[config.mk]
export PLATFORM = sky130hd
export DESIGN_NAME = fetch_queue_flat
export DESIGN_NICKNAME = d
export VERILOG_FILES = /design/src/rtl/rv_pkg.sv /design/src/rtl/fetch_queue_if.sv /design/src/rtl/fetch_fifo.sv /design/src/rtl/fetch_queue.sv /design/src/flat_wrapper.sv
export SDC_FILE = /design/constraint.sdc
export NUM_CORES = 1
export LEC_CHECK = 0
export CORE_UTILIZATION = 49
export DETAILED_ROUTE_END_ITERATION = 6
export PLACE_DENSITY = 0.76
export SYNTH_ARGS = -nofsm -noshare
export SYNTH_HDL_FRONTEND = slang
export SYNTH_SLANG_ARGS = --single-unit
export TNS_END_PERCENT = 5
[constraint.sdc]
create_clock -name clk -period 4.4 [get_ports clk]
set_input_delay 0.66 -clock clk [delete_from_list [all_inputs] [get_ports clk]]
set_output_delay 0.66 -clock clk [all_outputs]
set_load 0.01 [all_outputs]
[src/rtl/rv_pkg.sv]
// Shared RV32I front-end definitions: instruction width, canonical NOP and the fetch entry layout.
package rv_pkg;

  localparam int unsigned ILEN     = 32;
  localparam int unsigned PC_W_DEF = 8;
  localparam logic [ILEN-1:0] RV_NOP = 32'h0000_0013;

  typedef struct packed {
    logic [PC_W_DEF-1:0] pc;
    logic [ILEN-1:0]     inst;
  } fetch_entry_t;

endpackage

[src/rtl/fetch_queue_if.sv]
// Fetch-queue bus: imem request/grant, redirect, decode handshake and status.
interface fetch_queue_if
  import rv_pkg::*;
#(
  parameter int unsigned PC_W   = 8,
  parameter int unsigned INST_W = ILEN,
  parameter int unsigned DEPTH  = 4
);
  localparam int unsigned CntW = $clog2(DEPTH + 1);

  logic              pc_en;
  logic              imem_req;
  logic [PC_W-1:0]   imem_addr;
  logic              imem_gnt;
  logic [INST_W-1:0] imem_rdata;
  logic              redirect;
  logic [PC_W-1:0]   redirect_pc;
  logic              if_valid;
  logic [INST_W-1:0] if_inst;
  logic [PC_W-1:0]   if_pc;
  logic              id_ready;
  logic [CntW-1:0]   fq_count;
  logic              err_misalign;

  modport master (
    input  pc_en, imem_gnt, imem_rdata, redirect, redirect_pc, id_ready,
    output imem_req, imem_addr, if_valid, if_inst, if_pc, fq_count, err_misalign
  );

  modport slave (
    output pc_en, imem_gnt, imem_rdata, redirect, redirect_pc, id_ready,
    input  imem_req, imem_addr, if_valid, if_inst, if_pc, fq_count, err_misalign
  );
endinterface

[src/rtl/fetch_fifo.sv]
// Synchronous FIFO with flush, registered storage and combinational head read.
module fetch_fifo #(
  parameter int unsigned WIDTH = 40,
  parameter int unsigned DEPTH = 4
) (
  input  logic                         clk,
  input  logic                         rst,
  input  logic                         flush,
  input  logic                         push,
  input  logic                         pop,
  input  logic [WIDTH-1:0]             wdata,
  output logic [WIDTH-1:0]             rdata,
  output logic                         full,
  output logic                         empty,
  output logic [$clog2(DEPTH+1)-1:0]   count
);
  localparam int unsigned PtrW = $clog2(DEPTH);
  localparam int unsigned CntW = $clog2(DEPTH + 1);

  logic [WIDTH-1:0] mem_q [DEPTH];
  logic [PtrW-1:0]  wr_ptr_q, rd_ptr_q;
  logic [CntW-1:0]  count_q;

  // Storage carries no reset; only the pointers and count define validity.
  always_ff @(posedge clk) begin
    if (push && !flush && !rst) mem_q[wr_ptr_q] <= wdata;
  end

  always_ff @(posedge clk) begin
    if (rst || flush) begin
      wr_ptr_q <= '0;
      rd_ptr_q <= '0;
      count_q  <= '0;
    end else begin
      if (push) wr_ptr_q <= wr_ptr_q + PtrW'(1);
      if (pop)  rd_ptr_q <= rd_ptr_q + PtrW'(1);
      unique case ({push, pop})
        2'b10:   count_q <= count_q + CntW'(1);
        2'b01:   count_q <= count_q - CntW'(1);
        default: count_q <= count_q;
      endcase
    end
  end

  assign rdata = mem_q[rd_ptr_q];
  assign full  = (count_q == CntW'(DEPTH));
  assign empty = (count_q == '0);
  assign count = count_q;

endmodule

[src/rtl/fetch_queue.sv]
// Instruction-fetch front end: PC register, imem request/redirect control and a fetch buffer.
module fetch_queue
  import rv_pkg::*;
#(
  parameter int unsigned     PC_W     = 8,
  parameter int unsigned     INST_W   = ILEN,
  parameter int unsigned     DEPTH    = 4,
  parameter logic [PC_W-1:0] RESET_PC = '0
) (
  input  logic          clk,
  input  logic          rst,
  fetch_queue_if.master bus
);
  localparam int unsigned EntW = PC_W + INST_W;

  logic [PC_W-1:0] pc_q;
  logic            err_q;
  logic            fetch, pop, full, empty;
  logic [EntW-1:0] head;

  assign pop          = bus.if_valid && bus.id_ready;
  // A pop frees a slot in the same cycle, so a full queue may still request.
  assign bus.imem_req = bus.pc_en && !rst && (!full || pop);
  assign fetch        = bus.imem_req && bus.imem_gnt && !bus.redirect;

  always_ff @(posedge clk) begin
    if (rst) begin
      pc_q  <= RESET_PC;
      err_q <= 1'b0;
    end else if (bus.redirect) begin
      pc_q <= {bus.redirect_pc[PC_W-1:2], 2'b00};
      if (bus.redirect_pc[1:0] != 2'b00) err_q <= 1'b1;
    end else if (fetch) begin
      pc_q <= pc_q + PC_W'(4);
    end
  end

  fetch_fifo #(
    .WIDTH (EntW),
    .DEPTH (DEPTH)
  ) u_fifo (
    .clk   (clk),
    .rst   (rst),
    .flush (bus.redirect),
    .push  (fetch),
    .pop   (pop && !bus.redirect),
    .wdata ({pc_q, bus.imem_rdata}),
    .rdata (head),
    .full  (full),
    .empty (empty),
    .count (bus.fq_count)
  );

  assign bus.imem_addr    = pc_q;
  assign bus.if_valid     = !empty;
  assign bus.if_pc        = bus.if_valid ? head[EntW-1:INST_W] : '0;
  assign bus.if_inst      = bus.if_valid ? head[INST_W-1:0] : '0;
  assign bus.err_misalign = err_q;

endmodule

[src/flat_wrapper.sv]
// flat-port wrapper written by rule: the top's interface ports become plain ports
module fetch_queue_flat import rv_pkg::*;
#(
  parameter int unsigned     PC_W     = 8,
  parameter int unsigned     INST_W   = ILEN,
  parameter int unsigned     DEPTH    = 4,
  parameter logic [PC_W-1:0] RESET_PC = '0
)
  (clk, rst, bus_pc_en, bus_imem_gnt, bus_imem_rdata, bus_redirect, bus_redirect_pc, bus_id_ready, bus_imem_req, bus_imem_addr, bus_if_valid, bus_if_inst, bus_if_pc, bus_fq_count, bus_err_misalign);
  fetch_queue_if #(.PC_W(PC_W), .INST_W(INST_W), .DEPTH(DEPTH)) bus_i ();
  input  logic clk;
  input  logic rst;
  input wire logic [$bits(bus_i.pc_en)-1:0] bus_pc_en;
  input wire logic [$bits(bus_i.imem_gnt)-1:0] bus_imem_gnt;
  input wire logic [$bits(bus_i.imem_rdata)-1:0] bus_imem_rdata;
  input wire logic [$bits(bus_i.redirect)-1:0] bus_redirect;
  input wire logic [$bits(bus_i.redirect_pc)-1:0] bus_redirect_pc;
  input wire logic [$bits(bus_i.id_ready)-1:0] bus_id_ready;
  output wire logic [$bits(bus_i.imem_req)-1:0] bus_imem_req;
  output wire logic [$bits(bus_i.imem_addr)-1:0] bus_imem_addr;
  output wire logic [$bits(bus_i.if_valid)-1:0] bus_if_valid;
  output wire logic [$bits(bus_i.if_inst)-1:0] bus_if_inst;
  output wire logic [$bits(bus_i.if_pc)-1:0] bus_if_pc;
  output wire logic [$bits(bus_i.fq_count)-1:0] bus_fq_count;
  output wire logic [$bits(bus_i.err_misalign)-1:0] bus_err_misalign;
  assign bus_i.pc_en = bus_pc_en;
  assign bus_i.imem_gnt = bus_imem_gnt;
  assign bus_i.imem_rdata = bus_imem_rdata;
  assign bus_i.redirect = bus_redirect;
  assign bus_i.redirect_pc = bus_redirect_pc;
  assign bus_i.id_ready = bus_id_ready;
  assign bus_imem_req = bus_i.imem_req;
  assign bus_imem_addr = bus_i.imem_addr;
  assign bus_if_valid = bus_i.if_valid;
  assign bus_if_inst = bus_i.if_inst;
  assign bus_if_pc = bus_i.if_pc;
  assign bus_fq_count = bus_i.fq_count;
  assign bus_err_misalign = bus_i.err_misalign;
  fetch_queue #(.PC_W(PC_W), .INST_W(INST_W), .DEPTH(DEPTH), .RESET_PC(RESET_PC)) u_core (.clk(clk), .rst(rst), .bus(bus_i));
endmodule
==> run summary <==
Status - finished, final reports clean
Number of H-tree levels - 4
Number of synthesized flops with an enable pin - 152
Clock power share - 0.457
Leakage power - 0.002739 µW
Diodes inserted - 0
Final WL - 12,060 µm
Post-synth top cells - edfxtp_1, mux4_2, nor2b_1
Clk pin slew, worst setup/hold paths - 0.06 ns
Vias - 3,474
Maximum clock frequency - 307.8 MHz
Internal power - 2879 µW
Async S/R FF share, synth - 0
VDD IR max - 275.9 µV
Clock Path Buffers - 2
Skew-Pair Late Insertion Delay - 0.41 ns
CTS buffer count - 17
Wire per inst - 18.69 µm
Tcrit/Tclk final - 0.7383
DRT Pass-1 Iters - 5
Synth cell types - 42
Total power - 3500 µW
Skew final - 0.008254 ns
Setup crit start kind - flip-flop
Avg Cell Area, Syn - 19.05 µm²
Total of max-cap violations - 0
Postcts setup bufs - 0
Pin count of the biggest net entering global routing - 40
Sequential share of power - 0.506
# IOs - 100
Comb pwr share - 0.036
CTS tree - built
Slew Limit Headroom - 0.3211
CTS Hold Buffers Added - 0
Share of cells above drive strength 1 - 0.1748
Clk sink count - 168
FF-to-FF setup slack - 1.75 ns
Synthesized flop and latch total - 168
Starting DRC count in detailed routing - 281
Synth Instances - 354
GRT Total Usage - 0.1805
Setup CP Type - reg -> out
Antenna violations before repair - 0
Commonest register cell after synthesis - edfxtp_1
Synth area leader - edfxtp_1
Remaining global-route overflow - 0
Starting Density - 0.5053
Setup crit end kind - primary output
Crit-path max cell delay - 0.85 ns
Reg2reg start - u_core.u_fifo.count[0]$_SDFFE_PP0P_
First-pass GRT wire length - 18,880 µm
Port Buffers - 95
Critical-path maximum fanout - 38
RSZ-0062 raised after global routing - no
Layout area overhead - 26.49%
ANT nets after route - 0
Switch Pwr - 620.9 µW
Max Slew Vio Count - 0
Core area - 13,350 µm²
# placed instances - 613
Reg-to-Reg End - u_core.u_fifo.count[2]$_SDFFE_PP0P_
Die footprint - 14,240 µm²
Post-CTS sizing - 0
Final setup viols - 0
Sequential area share after synthesis - 0.7242
# DRC - 0
Crit-path slowest cell - dfxtp_4
Synthesized area - 6745 µm²
Synth top area cells - edfxtp_1, mux4_2, dfxtp_1
Cell Rows - 42
GPL Wtd Cong - 0.8322
Die H - 119.3 µm
FF-to-FF path depth - 9
HPWL Detailed - 6759 µm
Worst Setup EP - bus_if_pc[5]
Minimum clock period - 3.249 ns
Vias in the first global route - 3,639
Final Hold Vio Count - 0
Switching Fraction - 0.1774
Fin util - 0.6392
Critical Path AT - 2.59 ns
Worst Tran Pin Value - 1.018 ns
Worst path required time - 3.74 ns
Min-Delay Path Class - reg -> reg
Vias per cell - 5.386
Most common cell in the netlist - edfxtp_1
CTS root buffer - clkbuf_16
NumNets Final - 509
Final cell count without fillers - 645
Ys Warns - 0
PD cells - 410.2 nW/µm²
Synth top area share - 0.6767
Crit-path cells - mux4_2 -> and2b_1 -> clkdlybuf4s50_1
Width of the die - 119.3 µm
registers in the layout (all words and copies together), names as in the netlist, named ones only:
register and flops:
u_core.u_fifo.mem_q 152, u_core.u_fifo.count 3, u_core.u_fifo.wr_ptr_q 2, u_core.bus.imem_addr 6
u_core.bus.err_misalign 1, u_core.u_fifo.rd_ptr_q 2
power by group through the flow:
| stage | clock [µW] | combinational, µW | sequential, µW |
|---|---|---|---|
| after floorplan | 0 | 45.6 | 1800 |
| after global placement | 0 | 124 | 1800 |
| after detailed placement | 0 | 127 | 1800 |
| after CTS | 1620 | 129 | 1770 |
| after global routing | 1690 | 137 | 1770 |
| final | 1600 | 127 | 1770 |
worst max-delay path: cells and delay by family, from the launching register on:
family                 cells  cell delay, ns
flip-flops                 1            0.85
multiplexers               1            0.61
buffers and inverters      1            0.49
AND/OR/NAND/NOR            1            0.20
stage by stage:
step           worst slack [ns]  setup TNS (ns)  hold WS (ns)  instance area (µm²)
6_report                  1.152               0        0.4543                 8532
5_1_grt                  0.9846               0        0.4683                 8532
4_1_cts                   1.069               0        0.4569                 8532
3_5_place_dp              1.033               0        0.4420                 7881
3_3_place_gp              1.144               0        0.4368                 7881
2_1_floorplan           -0.2738          -41.61        0.4669                 6756
placed cells by master (no fill, tap or decap), types with 5 or more instances in the layout:
master           instances
edfxtp_1               152
clkdlybuf4s50_1         95
mux4_2                  38
nor2b_1                 23
clkbuf_16               17
and2b_1                 15
dfxtp_1                 14
nor2_1                  11
inv_1                   11
ha_1                     6
buf_4                    6
bufinv_16                5
layout make-up:
cell class,count,area [µm²]
sequential,168,4890
fill,898,4816
multi-input combinational,157,1734
timing repair buffer,101,996.0
clock buffer,24,481.7
tap,176,220.2
clock inverter,8,168.9
inverter,11,41.29
per-layer routing:
| metal | up-vias | share of wire | GRT usage | wire length (µm) |
|---|---|---|---|---|
| met5 | - | 0 | 0 | 0 |
| met4 | 0 | 0.0095 | 0.05391 | 114 |
| li1 | 1603 | - | - | - |
| met3 | 9 | 0.058 | 0.04837 | 695 |
| met2 | 131 | 0.50 | 0.2951 | 6005 |
| met1 | 1731 | 0.43 | 0.2379 | 5242 |
how the worst min path moves through the flow:
stage                                          from  depth (start not counted)                                    to
6_report       u_core.bus.err_misalign$_SDFFE_PP0P_                          2  u_core.bus.err_misalign$_SDFFE_PP0P_
5_1_grt        u_core.bus.err_misalign$_SDFFE_PP0P_                          2  u_core.bus.err_misalign$_SDFFE_PP0P_
4_1_cts        u_core.bus.err_misalign$_SDFFE_PP0P_                          2  u_core.bus.err_misalign$_SDFFE_PP0P_
3_5_place_dp   u_core.bus.err_misalign$_SDFFE_PP0P_                          2  u_core.bus.err_misalign$_SDFFE_PP0P_
3_3_place_gp   u_core.bus.err_misalign$_SDFFE_PP0P_                          2  u_core.bus.err_misalign$_SDFFE_PP0P_
2_1_floorplan  u_core.bus.err_misalign$_SDFFE_PP0P_                          2  u_core.bus.err_misalign$_SDFFE_PP0P_
cells by family (layout without fill, tap and decap cells):
family,Yosys count,count (layout),share of synthesized area
fa+ha+maj,7,7,0.01410
buf+inv,32,144,0.02411
other cells,1,4,0.0005559
compound gates,24,24,0.02615
mux,38,38,0.1269
simple gates,81,81,0.08014
xor+xnor,3,3,0.003896
flops,168,168,0.7242
Power figures use the tool's default switching activity.
==> patch (same flow settings) <==
`PC_W` is set to 8 in 3 places; all go to 7.
--- a/src/rtl/fetch_queue_if.sv
+++ b/src/rtl/fetch_queue_if.sv
@@ -4,3 +4,3 @@
 #(
-  parameter int unsigned PC_W   = 8,
+  parameter int unsigned PC_W   = 7,
   parameter int unsigned INST_W = ILEN,
--- a/src/rtl/fetch_queue.sv
+++ b/src/rtl/fetch_queue.sv
@@ -4,3 +4,3 @@
 #(
-  parameter int unsigned     PC_W     = 8,
+  parameter int unsigned     PC_W     = 7,
   parameter int unsigned     INST_W   = ILEN,
--- a/src/flat_wrapper.sv
+++ b/src/flat_wrapper.sv
@@ -3,3 +3,3 @@
 #(
-  parameter int unsigned     PC_W     = 8,
+  parameter int unsigned     PC_W     = 7,
   parameter int unsigned     INST_W   = ILEN,
Ports: changed (resized bus_if_pc, bus_imem_addr and bus_redirect_pc); port bits go from 100 to 97. The function was not compared with the original's and may differ.
==> patch against the original RTL <==
Sequential cell count shrank 5; first-iteration DRC count shrank 1.4%; via count shrank 2.1%; power shrank 6.1%; critical endpoint unchanged; maximum frequency shrank 1.5%; largest power group unchanged; wire length shrank 1.6%; area after synthesis shrank 3.9%; setup slack lost 0.049 ns; die area shrank 3.8%; synthesized cell count shrank 2.5%; cell area shrank 3.7%.
==> patch: results (changes against the original RTL) <==
- Number of flip-flops in the largest register: 148 (was 152)
- Crit path DAT: 2.64 ns (was 2.59 ns)
- The met1 routing resource usage after global routing was 0.242 (was 0.238).
- The number of buffer cells added on primary ports is 92 (was 95).
- Cells taking the most area after synthesis: sky130_fd_sc_hd__edfxtp_1, sky130_fd_sc_hd__mux4_2, sky130_fd_sc_hd__dfxtp_1 (unchanged)
* Drt wl/cell: 18.9 microns (was 18.7 microns)
- Final-layout fill cell count: 885 (was 898)
- Final nets: 495 (was 509)
- Share of post-route cells with drive strength above 1: 0.180 (was 0.175)
* Reg-to-reg critical path startpoint: u_core.u_fifo.count[0] (unchanged)
- The final instance count without filler cells came to 628 (was 645).
- Share of the synthesized area in compound gates (AO/OA/AOI/OAI): 0.0241 (was 0.0262)
- The placement-stage cell area is 0.00762 sq mm (was 0.00788 sq mm).
- The pin slew with the least headroom to its limit came to 1.00 ns (was 1.02 ns).
* Leakage dissipation: 2.56 nW (was 2.74 nW)
- Flop-to-flop setup slack: 1.63 ns (was 1.75 ns)
- Met3 Wirelength: 595 microns (was 695 microns)
* Worst ir drop on vdd: 0.287 mV (was 0.276 mV)
- The met2 track demand over resource came to 0.326 (was 0.295).
- The post-detailed-placement half-perimeter wirelength is 6720 microns (was 6760 microns).
- The share of synthesized area occupied by flip-flops and latches was 0.732 (was 0.724).
- Global-route usage over all layers: 0.192 (was 0.181)
- The first-iteration detailed-routing DRC count came to 277 (was 281).
- Switching share of total power: 0.182 (was 0.177)
- The worst clock skew on the final layout came to 0.0114 ns (was 0.00825 ns).
- Dpl ws: 0.970 ns (was 1.03 ns)
* Met2 WL post-DR: 6010 microns (about the same)
* Detailed-route wire length on metal 1: 5120 microns (was 5240 microns)
- Result of the run: completed (unchanged).
- Final Cycle Share: 0.749 (was 0.738)
* Post-synthesis area per instance: 18.8 sq um (was 19.1 sq um)
- Adder-cell area share of the yosys netlist: 0.0147 (was 0.0141)
* Critical-path maximum fanout: 37 (was 38)
* Antenna violations before repair: 0 (unchanged)
- The mux contribution to synthesized area is 0.130 (was 0.127).
* DRT Pass-1 Iters: 4 (was 5)
- CP peak stage delay: 0.99 ns (was 0.85 ns)
- Count of cell types in the netlist: 40 (was 42)
- The count of flip-flops with a built-in enable after synthesis is 148 (was 152).
- Register share of total power: 0.522 (was 0.506)
* Uppermost layer routed: met4 (unchanged)
- Reg2reg path depth: 8 (was 9)
* Cell total after placement: 596 (was 613)
* Worst hold-check slack: 0.494 ns (was 0.454 ns)
- The slowest library cell on the worst path is sky130_fd_sc_hd__dfxtp_2 (was sky130_fd_sc_hd__dfxtp_4).
- Largest net degree at the start of global routing: 39 (was 40)
* Vias in the first global route: 3,460 (was 3,639)
- Net switching power: 0.598 mW (was 0.621 mW)
- Met3 routing resource usage after global routing: 0.0582 (was 0.0484)
* Total vias in the final route: 3,400 (was 3,474)
-- patch: changes by cell type after synthesis, moves of 3 or more --
cell	delta
sky130_fd_sc_hd__buf_4	-4
sky130_fd_sc_hd__inv_1	+3
sky130_fd_sc_hd__nor3b_1	-5
sky130_fd_sc_hd__nor2b_1	+16
sky130_fd_sc_hd__clkbuf_1	+5
sky130_fd_sc_hd__edfxtp_1	-4
sky130_fd_sc_hd__and2b_1	-15
sky130_fd_sc_hd__o21a_1	-4
-- patch: worst max-delay path, delay by kind of cell (launching register included) --
family,cells,cell delay (ns)
simple gates,1,0.25
flops,1,0.99
buf+inv,1,0.60
mux,1,0.38
-- patch: layout make-up --
class / count / area (sq um) / share of cell area
clock buffers: 22 / 464 / 0.0565
well taps: 172 / 215 / 0.0262
multi-input cells: 149 / 1630 / 0.198
inverters: 14 / 52.6 / 0.00640
flip-flops and latches: 163 / 4750 / 0.578
repair buffers: 98 / 978 / 0.119
clock inverters: 10 / 133 / 0.0161
